===== src/rtl/cla_subtractor_pipe.sv =====
// cla_subtractor_pipe: two-stage valid/ready subtractor, Diff = A - B - Bin, low half then high half.
// Optional signed-overflow output enabled by defining CLA_SUB_OVERFLOW_EN.
module cla_subtractor_pipe #(
  parameter int WIDTH = 8
) (
  input  logic             clk,
  input  logic             rst,
  input  logic             in_valid,
  output logic             in_ready,
  input  logic [WIDTH-1:0] A,
  input  logic [WIDTH-1:0] B,
  input  logic             Bin,
  output logic             out_valid,
  input  logic             out_ready,
  output logic [WIDTH-1:0] Diff,
`ifdef CLA_SUB_OVERFLOW_EN
  output logic             Ovf,
`endif
  output logic             Bout
);
  localparam int H = WIDTH / 2;
  logic             s1_valid_q, s2_valid_q, s1_b_q, s1_b_d, bout_q, bout_d, s1_adv, s2_adv;
  logic [H-1:0]     s1_lo_q, s1_lo_d, a_hi_q, b_hi_q;
  logic [H:0]       lo_sum, hi_sum;
  logic [WIDTH-1:0] diff_q, diff_d;
`ifdef CLA_SUB_OVERFLOW_EN
  logic             ovf_q, ovf_d;
`endif
  // Subtract as A + ~B + !borrow; each borrow is the inverted carry of that sum.
  always_comb begin
    s2_adv  = !s2_valid_q || out_ready;
    s1_adv  = !s1_valid_q || s2_adv;
    lo_sum  = {1'b0, A[H-1:0]} + {1'b0, ~B[H-1:0]} + {{H{1'b0}}, ~Bin};
    hi_sum  = {1'b0, a_hi_q} + {1'b0, ~b_hi_q} + {{H{1'b0}}, ~s1_b_q};
    s1_lo_d = lo_sum[H-1:0];
    s1_b_d  = ~lo_sum[H];
    diff_d  = {hi_sum[H-1:0], s1_lo_q};
    bout_d  = ~hi_sum[H];
`ifdef CLA_SUB_OVERFLOW_EN
    ovf_d   = (a_hi_q[H-1] != b_hi_q[H-1]) && (hi_sum[H-1] != a_hi_q[H-1]);
`endif
  end
  always_ff @(posedge clk or posedge rst) begin
    if (rst) begin
      s1_valid_q <= 1'b0;
      s2_valid_q <= 1'b0;
      s1_b_q     <= 1'b0;
      s1_lo_q    <= '0;
      a_hi_q     <= '0;
      b_hi_q     <= '0;
      diff_q     <= '0;
      bout_q     <= 1'b0;
`ifdef CLA_SUB_OVERFLOW_EN
      ovf_q      <= 1'b0;
`endif
    end else begin
      if (s2_adv) begin
        s2_valid_q <= s1_valid_q;
        if (s1_valid_q) begin
          diff_q <= diff_d;
          bout_q <= bout_d;
`ifdef CLA_SUB_OVERFLOW_EN
          ovf_q  <= ovf_d;
`endif
        end
      end
      if (s1_adv) begin
        s1_valid_q <= in_valid;
        if (in_valid) begin
          s1_lo_q <= s1_lo_d;
          s1_b_q  <= s1_b_d;
          a_hi_q  <= A[WIDTH-1:H];
          b_hi_q  <= B[WIDTH-1:H];
        end
      end
    end
  end
  assign in_ready  = s1_adv;
  assign out_valid = s2_valid_q;
  assign Diff      = diff_q;
  assign Bout      = bout_q;
`ifdef CLA_SUB_OVERFLOW_EN
  assign Ovf       = ovf_q;
`endif
endmodule


===== config.mk =====
export PLATFORM = sky130hd
export DESIGN_NAME = cla_subtractor_pipe
export DESIGN_NICKNAME = d
export VERILOG_FILES = /design/src/rtl/cla_subtractor_pipe.sv
export SDC_FILE = /design/constraint.sdc
export NUM_CORES = 1
export LEC_CHECK = 0
export ABC_CLOCK_PERIOD_IN_PS = 2300
export CAP_MARGIN = 20
export CORE_ASPECT_RATIO = 0.7
export CORE_MARGIN = 10
export CORE_UTILIZATION = 50
export CTS_BUF_LIST = sky130_fd_sc_hd__clkbuf_16
export DETAILED_ROUTE_END_ITERATION = 16
export DONT_BUFFER_PORTS = 1
export PLACE_DENSITY = 0.75
export SLEW_MARGIN = 20
export SYNTH_ARGS = -nofsm -noshare
export SYNTH_HDL_FRONTEND = slang
export SYNTH_SLANG_ARGS = --single-unit

===== constraint.sdc =====
create_clock -name clk -period 2.3 [get_ports clk]
set_clock_uncertainty 0.15 [all_clocks]
set_input_delay 0.23 -clock clk [delete_from_list [all_inputs] [get_ports clk]]
set_output_delay 0.23 -clock clk [all_outputs]
set_load 0.01 [all_outputs]

==> impl_metrics.csv, run 1 <==
group,metric,value,unit
run_status,run_status,"completed",
worst_setup_path,cp_cell_sequence,"inv_1, fa_1, inv_1, fa_1, nor2b_1, o21ai_0, a22o_1",
clocking,cts-htree-levels,1,
route,drt_first_iter_violations,38,
place,gp_routability_congestion,0.727,
worst_hold_path,worstHoldEndpoint,"s1_lo_q[3]",
cells_and_area,mostFrequentLayoutCell,"dfrtp_1",
die,floorplan.die_area,5010,sq um
place,post-dp-hpwl,1.88,mm
die,die_x,80.4,um
route,routed.top_layer,"met4",
worst_setup_path,critical_path.top_delay_family,"adder cells",
route,met3WireLength,278,um
timing,finalSetupViolations,0,
route,routed-via-count,726,
worst_setup_path,worst-endpoint-required,2290,ps
yosys,synth_flop_cell,"dfrtp_1",
yosys,synth_seq_area_share,0.470,
worst_setup_path,crit_path_start_kind,"register",
yosys,ys_types,28,
worst_hold_path,hp-class,"in2reg",
power,power_density,869,nW/um^2
cells_and_area,n_fill_cell,207,
die,total_number_of_placement_rows,15,
place,number_of_i_o_port_buffers,0,
cells_and_area,finalNetCount,144,
cells_and_area,area.sequential,601,sq um
worst_hold_path,timing.hold.worst.start,"in_valid",
power,vdd.ir_drop.worst,0.383,mV
worst_hold_path,hold_path_depth,2,
place,postPlaceCellArea,1300,sq um
yosys,synth.net_count,130,
timing,slew-limit-headroom,0.403,
timing,finalWorstPathRequiredPeriod,1740,ps
cells_and_area,finish.cell_count_without_fillers,145,
clocking,cts-resized-gates,0,
timing,max_freq,0.576,GHz
worst_setup_path,worst-endpoint-arrival,1730,ps
die,floorplan.initialDensity,0.520,
cells_and_area,layout-area-overhead-vs-synth,15.5,%
worst_setup_path,reg2reg_slack,560,ps
route,met2WireLength,1.07,mm
timing,period_share,0.755,
timing,grt_setup_unrepaired,"no",
timing,timing.hold.ws,20.3,ps
cells_and_area,area_of_all_placed_cells_without_fillers,1480,sq um
clocking,worstSkewPairLatency,250,ps
route,drt-vias-per-instance,5.01,
die,design.core.area,2460,sq um
timing,timing.final.hold_violations,0,
route,post_drt_wl_per_cell,16.3,um
timing,final-max-slew-violation-count,0,
worst_setup_path,worst-path-stages,7,
power,leakagePower,0.000721,uW
yosys,postSynthCellCount,99,
worst_setup_path,timing.critical_path.slowest_stage_cell,"fa_1",
cells_and_area,area_of_the_multi_input_gates,601,sq um
yosys,ys.warnings.count,0,
worst_setup_path,path_class,"reg2reg",
cells_and_area,most-common-layout-cells,"24 x dfrtp_1, 15 x inv_1, 10 x dlygate4sd3_1",
clocking,path_clk_slew,60,ps
yosys,synth_edf_count,0,
clocking,cts_tree,"done",
timing,timing.setup.tns,0,ps
clocking,clock-root-buffer,"clkbuf_16",
worst_setup_path,worstPathBufferInverterCount,2,
yosys,synth.ff_latch_count,24,
worst_setup_path,crit_path_max_fanout,2,
timing,worst_pin_slew,894,ps
cells_and_area,post_route_cells_drive_above_1_share,0.216,
global_routing,antenna_found_initial,0,
route,drt.antenna.violating_nets,0,
global_routing,grt_start_max_net_pins,25,
route,drt-pass1-iter-count,4,
die,die_extent_in_y,62.3,um
clocking,cts_buffers,3,
clocking,cts_buffer_depth,2,
clocking,tritoncts_num_sinks,24,
place,numPlacedInstances,132,
yosys,synthesis.area_per_instance,12.9,sq um
worst_setup_path,critPathCaptureType,"register",
route,routed_wirelength,2.37,mm
global_routing,number_of_global_route_vias_before_repair,847,
route,drcViolationCount,0,
global_routing,grt_pass1_wl,4.11,mm
place,dp_worst_setup_slack,569,ps
route,drt-met1-wl,999,um
cells_and_area,num_antenna_cells,0,
global_routing,overflow,0,
worst_setup_path,rr_worst_depth,7,
die,io_pins,32,
global_routing,groute.usage.overall,0.103,
yosys,mappedNetlistArea,1280,sq um
worst_setup_path,worst_path_largest_cell_delay,400,ps
worst_setup_path,reg2reg_from,"b_hi_q[0]",
worst_setup_path,critical_path.reg2reg.endpoint,"Bout",
yosys,synthArstFlopShare,1.00,
run,max-cap-violations,0,
timing,finalWorstSetupSlack,564,ps
[cells by family (layout without fill, tap and decap cells)]
kind of cell / Yosys count / in the layout / share of synthesized area
compound gates: 18 / 18 / 0.0872
xor+xnor: 2 / 2 / 0.0137
flops: 24 / 24 / 0.470
fa+ha+maj: 10 / 10 / 0.121
simple gates: 13 / 13 / 0.0842
mux: 16 / 16 / 0.164
buf+inv: 16 / 28 / 0.0597
[flip-flops by register name, indices dropped and copies added (netlist names)]
name and count:
a_hi_q 4, s1_valid_q 1, b_hi_q 4, Diff 8, Bout 1, s1_lo_q 4, out_valid 1, s1_b_q 1
[how the worst max path moves through the flow]
stage | from | endpoint | slack, ps
after floorplan | A[0] | s1_lo_q[1] | 620
after global placement | A[0] | s1_lo_q[1] | 590
after detailed placement | b_hi_q[0] | Bout | 570
after CTS | s1_b_q | Bout | 550
after global routing | s1_b_q | Bout | 460
final | b_hi_q[0] | Bout | 560
[final cells by class]
type / instances / share of cell area
clock buffers: 3 / 0.0509
inverters: 15 / 0.0382
multi-input cells: 59 / 0.407
flip-flops and latches: 24 / 0.407
well taps: 34 / 0.0288
repair buffers: 10 / 0.0679
[power breakdown]
| group | switching (uW) | total (uW) | internal, uW |
|---|---|---|---|
| Combinational | 126 | 288 | 162 |
| Sequential | 104 | 634 | 530 |
| Clock | 131 | 360 | 229 |
[metal layers]
metal | track usage | up-vias
li1 | - | 361
met3 | 0.0675 | 4
met5 | 0 | -
met1 | 0.121 | 341
met4 | 0.0263 | 0
met2 | 0.149 | 20
[stage by stage]
| step | power [uW] | util |
|---|---|---|
| after floorplan | 852 | - |
| after global placement | 907 | 0.529 |
| after detailed placement | 920 | 0.529 |
| after CTS | 1300 | 0.600 |
| after global routing | 1380 | 0.600 |
| final | 1280 | 0.600 |
[cells in the mapped netlist (2+ instances only)]
| cell type | instances | area share |
|---|---|---|
| fa_1 | 4 | 0.063 |
| dfrtp_1 | 24 | 0.47 |
| and3b_1 | 2 | 0.014 |
| a21boi_0 | 2 | 0.012 |
| ha_1 | 6 | 0.059 |
| o21ai_0 | 8 | 0.031 |
| mux2_2 | 7 | 0.062 |
| a21oi_1 | 3 | 0.012 |
| mux2_4 | 8 | 0.094 |
| o31ai_1 | 2 | 0.012 |
| inv_1 | 15 | 0.044 |
| xor2_1 | 2 | 0.014 |
[timing repair]
action                                 4_1_cts  5_1_grt
buffers inserted                             0        0
endpoints found under the hold margin       33        0
hold buffers                                10        0
setup endpoints to repair                    0        0
[worst register-to-register path, cell delays in order (launching register included)]
cell     delay (ps)
dfrtp_1         390
inv_1            80
fa_1            190
inv_1            60
fa_1            400
nor2b_1         110
o21ai_0          70
a22o_1          180
(Power assumes the default switching activity.)
==> run 2: changes to the inputs <==
ABC_CLOCK_PERIOD_IN_PS = 1500   (was 2300)
PLACE_DENSITY = 0.78   (was 0.75)
clock period = 1.5 ns   (was 2.3 ns; I/O delays follow)
==> run 2 against run 1 <==
The run now ends with negative setup slack left. Critical path depth stayed put. Utilization is 5.3 points higher. Setup slack worse by 770 ps. Sequential cell count stayed put. Via count is 9.2% higher. First-iteration DRC count is 11% lower. Sequential share of layout area is 3.3 points lower. Maximum frequency is 1.9% higher. Clock power is 57% higher. Sequential power is 54% higher. Largest cell class is now multi-input combinational cells. Highest routed layer unchanged.
==> impl_metrics.csv, run 2 (synthesis results as in run 1) <==
group,metric,value,unit
clocking,worstSkewPairLatency,260,ps
power,p_sw,628,uW
worst_setup_path,critical_path.reg2reg.endpoint,"Bout",
cells_and_area,post_route_cells_drive_above_1_share,0.402,
die,die_extent_in_y,62.3,um
cells_and_area,area_of_the_multi_input_gates,646,sq um
die,die_x,80.4,um
route,drt_first_iter_violations,34,
route,drt-vias-per-instance,5.08,
power,pwr-share-clk,0.266,
cells_and_area,num_antenna_cells,0,
place,post-dp-hpwl,2.08,mm
route,drcViolationCount,0,
die,io_pins,32,
worst_setup_path,worst_setup_path_endpoint,"Bout",
power,p_int,1500,uW
global_routing,number_of_global_route_vias_before_repair,910,
run,max-cap-violations,0,
clocking,cts-htree-levels,1,
cells_and_area,layout-area-overhead-vs-synth,25.8,%
route,post_drt_wl_per_cell,18.2,um
cells_and_area,n_fill_cell,185,
cells_and_area,largest_register_ff_count,8,
power,power_density,1320,nW/um^2
worst_setup_path,rr_worst_depth,7,
place,postPlaceCellArea,1350,sq um
global_routing,grt_pass1_wl,4.49,mm
worst_setup_path,reg2reg_slack,-200,ps
power,switch_share,0.295,
clocking,cts_buffer_depth,2,
clocking,path_clk_slew,60,ps
cells_and_area,finalNetCount,155,
clocking,tritoncts_num_sinks,24,
global_routing,overflow,0,
worst_setup_path,crit_path_max_fanout,2,
clocking,cts_buffers,3,
cells_and_area,area.sequential,602,sq um
cells_and_area,area_of_all_placed_cells_without_fillers,1610,sq um
run_status,failed_checks,"negative setup slack",
power,pwr-share-comb,0.274,
global_routing,antenna_found_initial,0,
global_routing,grt_start_max_net_pins,25,
timing,period_share,1.14,
die,floorplan.die_area,5010,sq um
timing,slew-limit-headroom,0.796,
worst_setup_path,critPathCaptureType,"register",
timing,max_freq,0.587,GHz
worst_setup_path,worst-endpoint-required,1500,ps
die,design.core.area,2460,sq um
cells_and_area,most-common-layout-cells,"23 x dfrtp_1, 11 x dlygate4sd3_1, 10 x inv_1, 10 x buf_4, 8 x mux2_4",
power,vdd.ir_drop.worst,0.856,mV
clocking,clock-root-buffer,"clkbuf_16",
cells_and_area,finish.cell_count_without_fillers,156,
place,numPlacedInstances,137,
run_status,run_status,"finished, violations left",
worst_setup_path,crit_path_start,"b_hi_q[0]",
worst_hold_path,hp-class,"in2reg",
timing,finalWorstPathRequiredPeriod,1700,ps
power,leakagePower,0.000766,uW
clocking,cts_tree,"done",
timing,worst_pin_slew,306,ps
route,routed-via-count,793,
timing,finalSetupViolations,3,
die,floorplan.initialDensity,0.520,
route,routed_wirelength,2.84,mm
timing,timing.final.hold_violations,0,
timing,timing.setup.tns,-505,ps
timing,finalWorstSetupSlack,-205,ps
cells_and_area,mostFrequentLayoutCell,"dfrtp_1",
power,pwr-share-seq,0.460,
worst_setup_path,path_class,"reg2reg",
route,drt-pass1-iter-count,4,
place,gp_routability_congestion,0.782,
worst_setup_path,crit_path_start_kind,"register",
worst_setup_path,worst-endpoint-arrival,1700,ps
place,number_of_i_o_port_buffers,0,
timing,grt_setup_unrepaired,"yes",
global_routing,groute.usage.overall,0.115,
die,total_number_of_placement_rows,15,
timing,final-max-slew-violation-count,0,
place,dp_worst_setup_slack,-184,ps
route,drt.antenna.violating_nets,0,
worst_setup_path,reg2reg_from,"b_hi_q[0]",
## run 2: per-stage QoR
| step | total power, uW | utilization | hold WS, ps |
|---|---|---|---|
| after floorplan | 1320 | - | 14.6 |
| after global placement | 1420 | 0.548 | -51.6 |
| after detailed placement | 1460 | 0.548 | -46.5 |
| after CTS | 2080 | 0.633 | 10.4 |
| after global routing | 2250 | 0.653 | 27.6 |
| final | 2130 | 0.653 | 8.18 |
## run 2: per-layer routing
metal  global-route usage  wire length [um]
met1                0.122              1110
met2                0.193              1450
met3               0.0575               241
met4               0.0329                40
met5                    0                 0
## run 2: repair_timing
action,CTS,global route
setup buffers,2,3
setup endpoints to repair,4,4
cloned,0,0
resized for setup,5,5
pin swaps,3,2
hold endpoints to repair,35,0
hold buffers,11,0
## run 2: power groups by stage
stage / combinational [uW] / sequential (uW) / clock (uW)
after CTS: 534 / 983 / 566
after global routing: 641 / 1010 / 600
after floorplan: 374 / 946 / 0
after global placement: 444 / 980 / 0
final: 584 / 978 / 566
after detailed placement: 468 / 994 / 0
## run 2: layout make-up
type,instances,share of cell area
clock buffers,3,0.0467
flip-flops and latches,24,0.375
repair buffers,21,0.115
inverters,15,0.0350
well taps,34,0.0265
multi-input cells,59,0.402
## run 2: worst min-delay path by stage
stage / end / startpoint / slack (ps) / cells past startpoint
2_1_floorplan: Bout / rst / 10 / 1
3_3_place_gp: b_hi_q[3] / rst / -50 / 2
3_5_place_dp: b_hi_q[2] / rst / -50 / 2
4_1_cts: s1_lo_q[0] / B[0] / 10 / 2
5_1_grt: s1_lo_q[0] / B[0] / 30 / 2
6_report: s1_lo_q[0] / B[0] / 8 / 2
## run 2: critical path, stage by stage (launching register included)
cell,delay (ps)
dfrtp_1,390
inv_2,70
fa_2,220
inv_2,40
fa_2,370
nor2b_2,120
o21ai_1,60
a22o_1,170
